<file path="config.mk">
export PLATFORM = sky130hd
export DESIGN_NAME = lcd_timing_gen_flat
export DESIGN_NICKNAME = d
export VERILOG_FILES = /design/src/rtl/lcd_timing_pkg.sv /design/src/rtl/lcd_timing_gen_if.sv /design/src/rtl/lcd_timing_axis.sv /design/src/rtl/lcd_timing_gen.sv /design/src/flat_wrapper.sv
export SDC_FILE = /design/constraint.sdc
export NUM_CORES = 1
export LEC_CHECK = 0
export CORE_MARGIN = 2
export CORE_UTILIZATION = 60
export CTS_CLUSTER_DIAMETER = 40
export DETAILED_ROUTE_END_ITERATION = 10
export PLACE_DENSITY = 0.84
export SYNTH_ARGS = -nofsm -noshare
export SYNTH_HDL_FRONTEND = slang
export SYNTH_SLANG_ARGS = --single-unit
</file>
<file path="constraint.sdc">
create_clock -name clock -period 3.2 [get_ports clock]
set_input_delay 0.8 -clock clock [delete_from_list [all_inputs] [get_ports clock]]
set_output_delay 0.8 -clock clock [all_outputs]
set_load 0.02 [all_outputs]
</file>
<file path="src/rtl/lcd_timing_pkg.sv">
// Shared types, default 1024x600 panel timing and small elaboration helpers
// for the LCD timing generator.
package lcd_timing_pkg;

    typedef enum logic {
        MODE_HV = 1'b0,
        MODE_DE = 1'b1
    } mode_e;

    typedef struct packed {
        int sync;
        int bp;
        int active;
        int fp;
    } axis_timing_t;

    localparam int DEF_H_SYNC   = 20;
    localparam int DEF_H_BP     = 140;
    localparam int DEF_H_ACTIVE = 1024;
    localparam int DEF_H_FP     = 160;
    localparam int DEF_V_SYNC   = 3;
    localparam int DEF_V_BP     = 20;
    localparam int DEF_V_ACTIVE = 600;
    localparam int DEF_V_FP     = 12;

    function automatic int axis_total(input axis_timing_t t);
        return t.sync + t.bp + t.active + t.fp;
    endfunction

    function automatic bit axis_valid(input axis_timing_t t);
        return (t.sync >= 1) && (t.bp >= 1) && (t.active >= 1) && (t.fp >= 1);
    endfunction

    // Keeps degenerate sizes (1 entry) at a legal one-bit width.
    function automatic int clog2_min1(input int n);
        return (n <= 2) ? 1 : $clog2(n);
    endfunction

endpackage

</file>
<file path="src/rtl/lcd_timing_gen_if.sv">
// Timing bundle between the generator (master) and the pixel pipeline /
// frame-buffer reader (slave): run controls in, syncs, coordinates and strobes out.
interface lcd_timing_gen_if import lcd_timing_pkg::*; #(
    parameter int XW = 10,
    parameter int YW = 10
) ();

    logic          en;
    mode_e         mode;
    logic          hsync;
    logic          vsync;
    logic          de;
    logic [XW-1:0] x;
    logic [YW-1:0] y;
    logic          frame_start;
    logic          line_start;

    modport master (
        input  en, mode,
        output hsync, vsync, de, x, y, frame_start, line_start
    );

    modport slave (
        output en, mode,
        input  hsync, vsync, de, x, y, frame_start, line_start
    );

endinterface

</file>
<file path="src/rtl/lcd_timing_axis.sv">
// One timing axis: a counter that wraps explicitly at TOTAL-1 plus constant
// decodes for the sync pulse, the active window and the active position.
module lcd_timing_axis import lcd_timing_pkg::*; #(
    parameter  int SYNC   = 1,
    parameter  int BP     = 1,
    parameter  int ACTIVE = 1,
    parameter  int FP     = 1,
    localparam int TOTAL  = SYNC + BP + ACTIVE + FP,
    localparam int CW     = clog2_min1(TOTAL),
    localparam int PW     = clog2_min1(ACTIVE)
) (
    input  logic          clock,
    input  logic          reset_L,
    input  logic          clear,
    input  logic          step,
    output logic [CW-1:0] cnt,
    output logic          wrap,
    output logic          sync_act,
    output logic          act,
    output logic [PW-1:0] pos
);

    localparam logic [CW-1:0] LAST     = CW'(TOTAL - 1);
    localparam logic [CW-1:0] SYNC_END = CW'(SYNC);
    localparam logic [CW-1:0] ACT_BEG  = CW'(SYNC + BP);
    localparam logic [CW-1:0] ACT_END  = CW'(SYNC + BP + ACTIVE);

    logic [CW-1:0] cnt_reg;

    always_ff @(posedge clock or negedge reset_L) begin
        if (!reset_L) begin
            cnt_reg <= '0;
        end else if (clear) begin
            cnt_reg <= '0;
        end else if (step) begin
            cnt_reg <= wrap ? '0 : cnt_reg + CW'(1);
        end
    end

    assign cnt      = cnt_reg;
    assign wrap     = (cnt_reg == LAST);
    assign sync_act = (cnt_reg < SYNC_END);
    assign act      = (cnt_reg >= ACT_BEG) && (cnt_reg < ACT_END);
    assign pos      = act ? PW'(cnt_reg - ACT_BEG) : '0;

endmodule

</file>
<file path="src/rtl/lcd_timing_gen.sv">
// Parametrised LCD timing generator: horizontal/vertical axis counters feed a
// registered output stage with runtime HV / DE-only mode and per-signal polarity.
module lcd_timing_gen import lcd_timing_pkg::*; #(
    parameter int H_SYNC   = DEF_H_SYNC,
    parameter int H_BP     = DEF_H_BP,
    parameter int H_ACTIVE = DEF_H_ACTIVE,
    parameter int H_FP     = DEF_H_FP,
    parameter int V_SYNC   = DEF_V_SYNC,
    parameter int V_BP     = DEF_V_BP,
    parameter int V_ACTIVE = DEF_V_ACTIVE,
    parameter int V_FP     = DEF_V_FP,
    parameter bit HS_POL   = 1'b0,
    parameter bit VS_POL   = 1'b0,
    parameter bit DE_POL   = 1'b1
) (
    input  logic              clock,
    input  logic              reset_L,
    lcd_timing_gen_if.master  bus
);

    localparam axis_timing_t H_T = '{sync: H_SYNC, bp: H_BP, active: H_ACTIVE, fp: H_FP};
    localparam axis_timing_t V_T = '{sync: V_SYNC, bp: V_BP, active: V_ACTIVE, fp: V_FP};
    localparam int H_TOTAL = axis_total(H_T);
    localparam int V_TOTAL = axis_total(V_T);
    localparam int XW      = clog2_min1(H_ACTIVE);
    localparam int YW      = clog2_min1(V_ACTIVE);
    localparam int HCW     = clog2_min1(H_TOTAL);
    localparam int VCW     = clog2_min1(V_TOTAL);
    localparam int FRAME   = H_TOTAL * V_TOTAL;
    localparam int GW      = clog2_min1(FRAME + 1);

    generate
        if (!axis_valid(H_T) || !axis_valid(V_T) || (H_TOTAL < 2)) begin : g_bad_params
            $fatal(1, "lcd_timing_gen: timing parameters must be >= 1 and H_TOTAL >= 2");
        end
    endgenerate

    logic [HCW-1:0] h_cnt;
    logic [VCW-1:0] v_cnt;
    logic           h_wrap, v_wrap, h_sync_act, v_sync_act, h_act, v_act;
    logic [XW-1:0]  h_pos;
    logic [YW-1:0]  v_pos;
    logic           axis_clear, v_step;

    assign axis_clear = ~bus.en;
    assign v_step     = bus.en & h_wrap;

    lcd_timing_axis #(.SYNC(H_SYNC), .BP(H_BP), .ACTIVE(H_ACTIVE), .FP(H_FP)) u_h_axis (
        .clock(clock), .reset_L(reset_L), .clear(axis_clear), .step(bus.en),
        .cnt(h_cnt), .wrap(h_wrap), .sync_act(h_sync_act), .act(h_act), .pos(h_pos)
    );

    lcd_timing_axis #(.SYNC(V_SYNC), .BP(V_BP), .ACTIVE(V_ACTIVE), .FP(V_FP)) u_v_axis (
        .clock(clock), .reset_L(reset_L), .clear(axis_clear), .step(v_step),
        .cnt(v_cnt), .wrap(v_wrap), .sync_act(v_sync_act), .act(v_act), .pos(v_pos)
    );

    logic          en_q_reg;
    mode_e         mode_q_reg;
    logic          hsync_reg, vsync_reg, de_reg, fs_reg, ls_reg;
    logic [XW-1:0] x_reg;
    logic [YW-1:0] y_reg;
    logic          first_edge, frame_wrap, in_active;
    mode_e         mode_eff;

    // The first enabled edge already emits position (0,0), so it must use the
    // freshly sampled mode rather than the stale mode_q.
    assign first_edge = bus.en & ~en_q_reg;
    assign frame_wrap = h_wrap & v_wrap;
    assign mode_eff   = first_edge ? bus.mode : mode_q_reg;
    assign in_active  = h_act & v_act;

    always_ff @(posedge clock or negedge reset_L) begin
        if (!reset_L) begin
            en_q_reg   <= 1'b0;
            mode_q_reg <= MODE_HV;
            hsync_reg  <= ~HS_POL;
            vsync_reg  <= ~VS_POL;
            de_reg     <= ~DE_POL;
            x_reg      <= '0;
            y_reg      <= '0;
            fs_reg     <= 1'b0;
            ls_reg     <= 1'b0;
        end else begin
            en_q_reg <= bus.en;
            if (!bus.en) begin
                hsync_reg <= ~HS_POL;
                vsync_reg <= ~VS_POL;
                de_reg    <= ~DE_POL;
                x_reg     <= '0;
                y_reg     <= '0;
                fs_reg    <= 1'b0;
                ls_reg    <= 1'b0;
            end else begin
                if (first_edge || frame_wrap) begin
                    mode_q_reg <= bus.mode;
                end
                hsync_reg <= ((mode_eff == MODE_HV) && h_sync_act) ? HS_POL : ~HS_POL;
                vsync_reg <= ((mode_eff == MODE_HV) && v_sync_act) ? VS_POL : ~VS_POL;
                de_reg    <= in_active ? DE_POL : ~DE_POL;
                x_reg     <= in_active ? h_pos : '0;
                y_reg     <= in_active ? v_pos : '0;
                fs_reg    <= (h_cnt == '0) && (v_cnt == '0);
                ls_reg    <= (h_cnt == '0);
            end
        end
    end

    assign bus.hsync       = hsync_reg;
    assign bus.vsync       = vsync_reg;
    assign bus.de          = de_reg;
    assign bus.x           = x_reg;
    assign bus.y           = y_reg;
    assign bus.frame_start = fs_reg;
    assign bus.line_start  = ls_reg;

    // Clocks since the last frame_start; restarts whenever the generator is disabled.
    logic [GW-1:0] fs_gap_reg;
    logic          fs_seen_reg;

    always_ff @(posedge clock or negedge reset_L) begin
        if (!reset_L) begin
            fs_gap_reg  <= '0;
            fs_seen_reg <= 1'b0;
        end else if (!bus.en) begin
            fs_gap_reg  <= '0;
            fs_seen_reg <= 1'b0;
        end else if (fs_reg) begin
            fs_gap_reg  <= GW'(1);
            fs_seen_reg <= 1'b1;
        end else begin
            fs_gap_reg  <= fs_gap_reg + GW'(1);
        end
    end

    a_de_in_range: assert property (@(posedge clock) disable iff (!reset_L)
        (de_reg == DE_POL) |-> ((32'(x_reg) < H_ACTIVE) && (32'(y_reg) < V_ACTIVE)));

    a_fs_implies_ls: assert property (@(posedge clock) disable iff (!reset_L)
        fs_reg |-> ls_reg);

    a_frame_period: assert property (@(posedge clock) disable iff (!reset_L)
        (fs_reg && fs_seen_reg) |-> (32'(fs_gap_reg) == FRAME));

endmodule
</file>
<file path="src/flat_wrapper.sv">
// flat-port wrapper written by rule: the top's interface ports become plain ports
module lcd_timing_gen_flat import lcd_timing_pkg::*;
#(
    parameter int H_SYNC   = DEF_H_SYNC,
    parameter int H_BP     = DEF_H_BP,
    parameter int H_ACTIVE = DEF_H_ACTIVE,
    parameter int H_FP     = DEF_H_FP,
    parameter int V_SYNC   = DEF_V_SYNC,
    parameter int V_BP     = DEF_V_BP,
    parameter int V_ACTIVE = DEF_V_ACTIVE,
    parameter int V_FP     = DEF_V_FP,
    parameter bit HS_POL   = 1'b0,
    parameter bit VS_POL   = 1'b0,
    parameter bit DE_POL   = 1'b1
)
  (clock, reset_L, bus_en, bus_mode, bus_hsync, bus_vsync, bus_de, bus_x, bus_y, bus_frame_start, bus_line_start);
  lcd_timing_gen_if bus_i ();
  input  logic clock;
  input  logic reset_L;
  input wire logic [$bits(bus_i.en)-1:0] bus_en;
  input wire logic [$bits(bus_i.mode)-1:0] bus_mode;
  output wire logic [$bits(bus_i.hsync)-1:0] bus_hsync;
  output wire logic [$bits(bus_i.vsync)-1:0] bus_vsync;
  output wire logic [$bits(bus_i.de)-1:0] bus_de;
  output wire logic [$bits(bus_i.x)-1:0] bus_x;
  output wire logic [$bits(bus_i.y)-1:0] bus_y;
  output wire logic [$bits(bus_i.frame_start)-1:0] bus_frame_start;
  output wire logic [$bits(bus_i.line_start)-1:0] bus_line_start;
  assign bus_i.en = bus_en;
  assign bus_i.mode = bus_mode;
  assign bus_hsync = bus_i.hsync;
  assign bus_vsync = bus_i.vsync;
  assign bus_de = bus_i.de;
  assign bus_x = bus_i.x;
  assign bus_y = bus_i.y;
  assign bus_frame_start = bus_i.frame_start;
  assign bus_line_start = bus_i.line_start;
  lcd_timing_gen #(.H_SYNC(H_SYNC), .H_BP(H_BP), .H_ACTIVE(H_ACTIVE), .H_FP(H_FP), .V_SYNC(V_SYNC), .V_BP(V_BP), .V_ACTIVE(V_ACTIVE), .V_FP(V_FP), .HS_POL(HS_POL), .VS_POL(VS_POL), .DE_POL(DE_POL)) u_core (.clock(clock), .reset_L(reset_L), .bus(bus_i));
endmodule
</file>
==> metrics.yaml <==
sta:
  worst_pin_slew_ps: 1010
  period_needed_ps: 2230
  fin_worst_skew_ps: 8.53
  period_share_pct: 69.6
  slew_viol_final: 0
  setup_violations: 0
  fmax_mhz: 449
  rsz0062_at_grt: "false"
  hold_viol: 0
  max_slew_margin_pct: 32.4
  final.setup.tns_ps: 0
floorplan:
  core_um2: 4030
  ios: 29
  die_h_um: 68.8
  start_util_pct: 62.6
  rows: 23
  die_width_um: 68.8
  die_area_um2: 4740
power_and_ir_drop:
  p_clk_share_pct: 38.8
  p_sw_share_pct: 22.7
  power_density_nw_per_um2: 390
  p_sw_uw: 258
  vdd_drop_max_mv: 0.209
  p_seq_share_pct: 55.5
  p_leak_uw: 0.00117
  power.internal_uw: 875
  combPwrFrac_pct: 5.8
drt:
  route.detailed.drc: 0
  drtIter0Drc: 103
  routed_wl_um: 4980
  num_vias: 1906
  viasPerCell: 6.19
  postRouteAntennaNets: 0
  wl_per_cell_um: 16.2
  drt_pass1_iterations: 5
global_routing:
  grt_overflow_total: 0
  grt_first_pass_wirelength_um: 8570
  grt_pass1_vias: 1732
  grt_max_degree: 49
  grtUsageTotal_pct: 24.6
  antenna_found_initial: 0
final_layout:
  syn2layout_area_growth_pct: 15.2
  final_common_cell: "dfrtp_1"
  fillers: 284
  diodes: 0
  largest_reg_flops: 11
  nets: 268
  design_area_um2: 2910
  final_layout_size_suffix_gt1_share_pct: 16.7
  layout_common_cells: "dfrtp_1 (46), clkdlybuf4s50_1 (27), xnor2_1 (16), nor2_1 (16)"
logic_synthesis:
  yosysWarnings: 0
  syn_inst: 236
  synth-edff-count: 0
  syn_avg_cell_area_um2: 10.7
  synth_seq_cells: 48
  ys_types: 51
  synth_ff_type: "dfrtp_1"
  synthArstFlopShare_pct: 100
  synth_area_um2: 2520
  synth-seq-area-share_pct: 47.7
  synth_nets: 247
status:
  status: "complete, no violations"
worst_hold_path:
  worstHoldStart: "u_core.u_v_axis.cnt[0]"
  hold_class: "flop to flop"
  worst_hold_path.endpoint: "u_core.bus.y[0]"
  hold_depth: 1
setup_path:
  max_stage_delay_ps: 590
  end_kind: "output port"
  path_max_fanout: 1
  path_delay_family: "buffers and inverters"
  cp_slowest_cell: "clkdlybuf4s50_1"
  arrival_ps: 1430
  cp.depth: 1
  cp-start-kind: "flop"
  path_cells: "clkdlybuf4s50_1"
  required_ps: 2400
  worst_r2r_endpoint: "u_core.bus.x[7]"
  worst-r2r-setup-slack_ps: 1010
  worstSetupStartpoint: "u_core.bus.hsync"
  critical_path_class: "flop to output port"
  rr_worst_depth: 5
  path_buf_inv: 1
  reg2reg_from: "u_core.u_h_axis.cnt[6]"
clock_network:
  root_buffer: "clkbuf_8"
  clock_path_buffers: 2
  cts_tree: "yes"
  clk_pin_slew_ps: 90
  h-tree-depth: 2
  clock-sinks: 48
  clk_latency_ps: 300
  postCtsHoldBufs: 0
  cts_setup_buffers: 0
  cts_resized: 0
  cts_buffers: 5
placed_design:
  post_dp_cell_area_um2: 2790
  io_buffer_count: 28
  hpwlAfterDp_um: 3290
  place.gp.congestion: 0.906
run:
  maxCapViolCount: 0
-- power groups by stage --
stage / Combinational, uW / Clock [uW] / Sequential (uW)
after global placement: 64.9 / 0 / 639
after detailed placement: 66.2 / 0 / 640
after CTS: 66.7 / 444 / 628
after floorplan: 28.5 / 0 / 643
after global routing: 73.8 / 470 / 630
final: 65.4 / 439 / 628
-- area by class of cell --
| cell class | instances | area, um^2 | area share (%) |
|---|---|---|---|
| Timing Repair Buffer | 32 | 305 | 10.5 |
| Sequential cell | 48 | 1200 | 41.4 |
| Clock buffer | 5 | 68.8 | 2.37 |
| Multi-Input combinational cell | 162 | 1190 | 41.0 |
| Tap cell | 50 | 62.6 | 2.15 |
| Clock inverter | 3 | 42.5 | 1.46 |
| Inverter | 8 | 30.0 | 1.03 |
-- how the worst max path moves through the flow --
stage	end	slack, ps
finish	bus_hsync	970
global route	u_core.mode_q_reg	780
CTS	bus_hsync	960
detailed placement	u_core.bus.hsync	780
global placement	u_core.bus.hsync	800
floorplan	u_core.bus.hsync	1320
-- cells in the mapped netlist, types with 5 or more instances --
cell type / instances / area, um^2
a31oi_1: 13 / 81.3
and3_1: 5 / 31.3
buf_2: 5 / 25.0
clkbuf_1: 8 / 30.0
dfrtp_1: 46 / 1150
ha_1: 7 / 87.6
inv_1: 8 / 30.0
nand2_1: 14 / 52.6
nand3_1: 11 / 55.1
nor2_1: 16 / 60.1
nor3_1: 5 / 25.0
nor3_2: 14 / 140
nor4_1: 5 / 31.3
o21ai_0: 5 / 25.0
xnor2_1: 16 / 140
-- layer usage --
metal	vias up	part of all wire, %	track usage (%)
li1	888	-	-
met2	77	46	35.6
met3	14	7.1	5.03
met4	0	2.0	8.82
met5	-	0	0
met1	927	45	36.3
-- cells by family after synthesis --
| kind of cell | synth area share [%] |
|---|---|
| xor gates and xnor gates | 6.25 |
| and+or+nand+nor | 25.7 |
| adders and majority gates | 3.47 |
| AOI/OAI and AO/OA | 11.0 |
| DFF | 47.7 |
| muxes | 0.397 |
| buffers and inverters | 5.46 |
-- through the flow --
step,worst slack (ps),total power [uW],std cells,util (%),hold slack (ps)
after floorplan,1320,672,236,-,497
after detailed placement,783,707,300,69.3,566
after global placement,802,704,300,69.3,548
final,972,1130,308,72.1,586
after global routing,779,1170,308,72.1,626
after CTS,959,1140,308,72.1,590
Power figures use the tool's default switching activity.
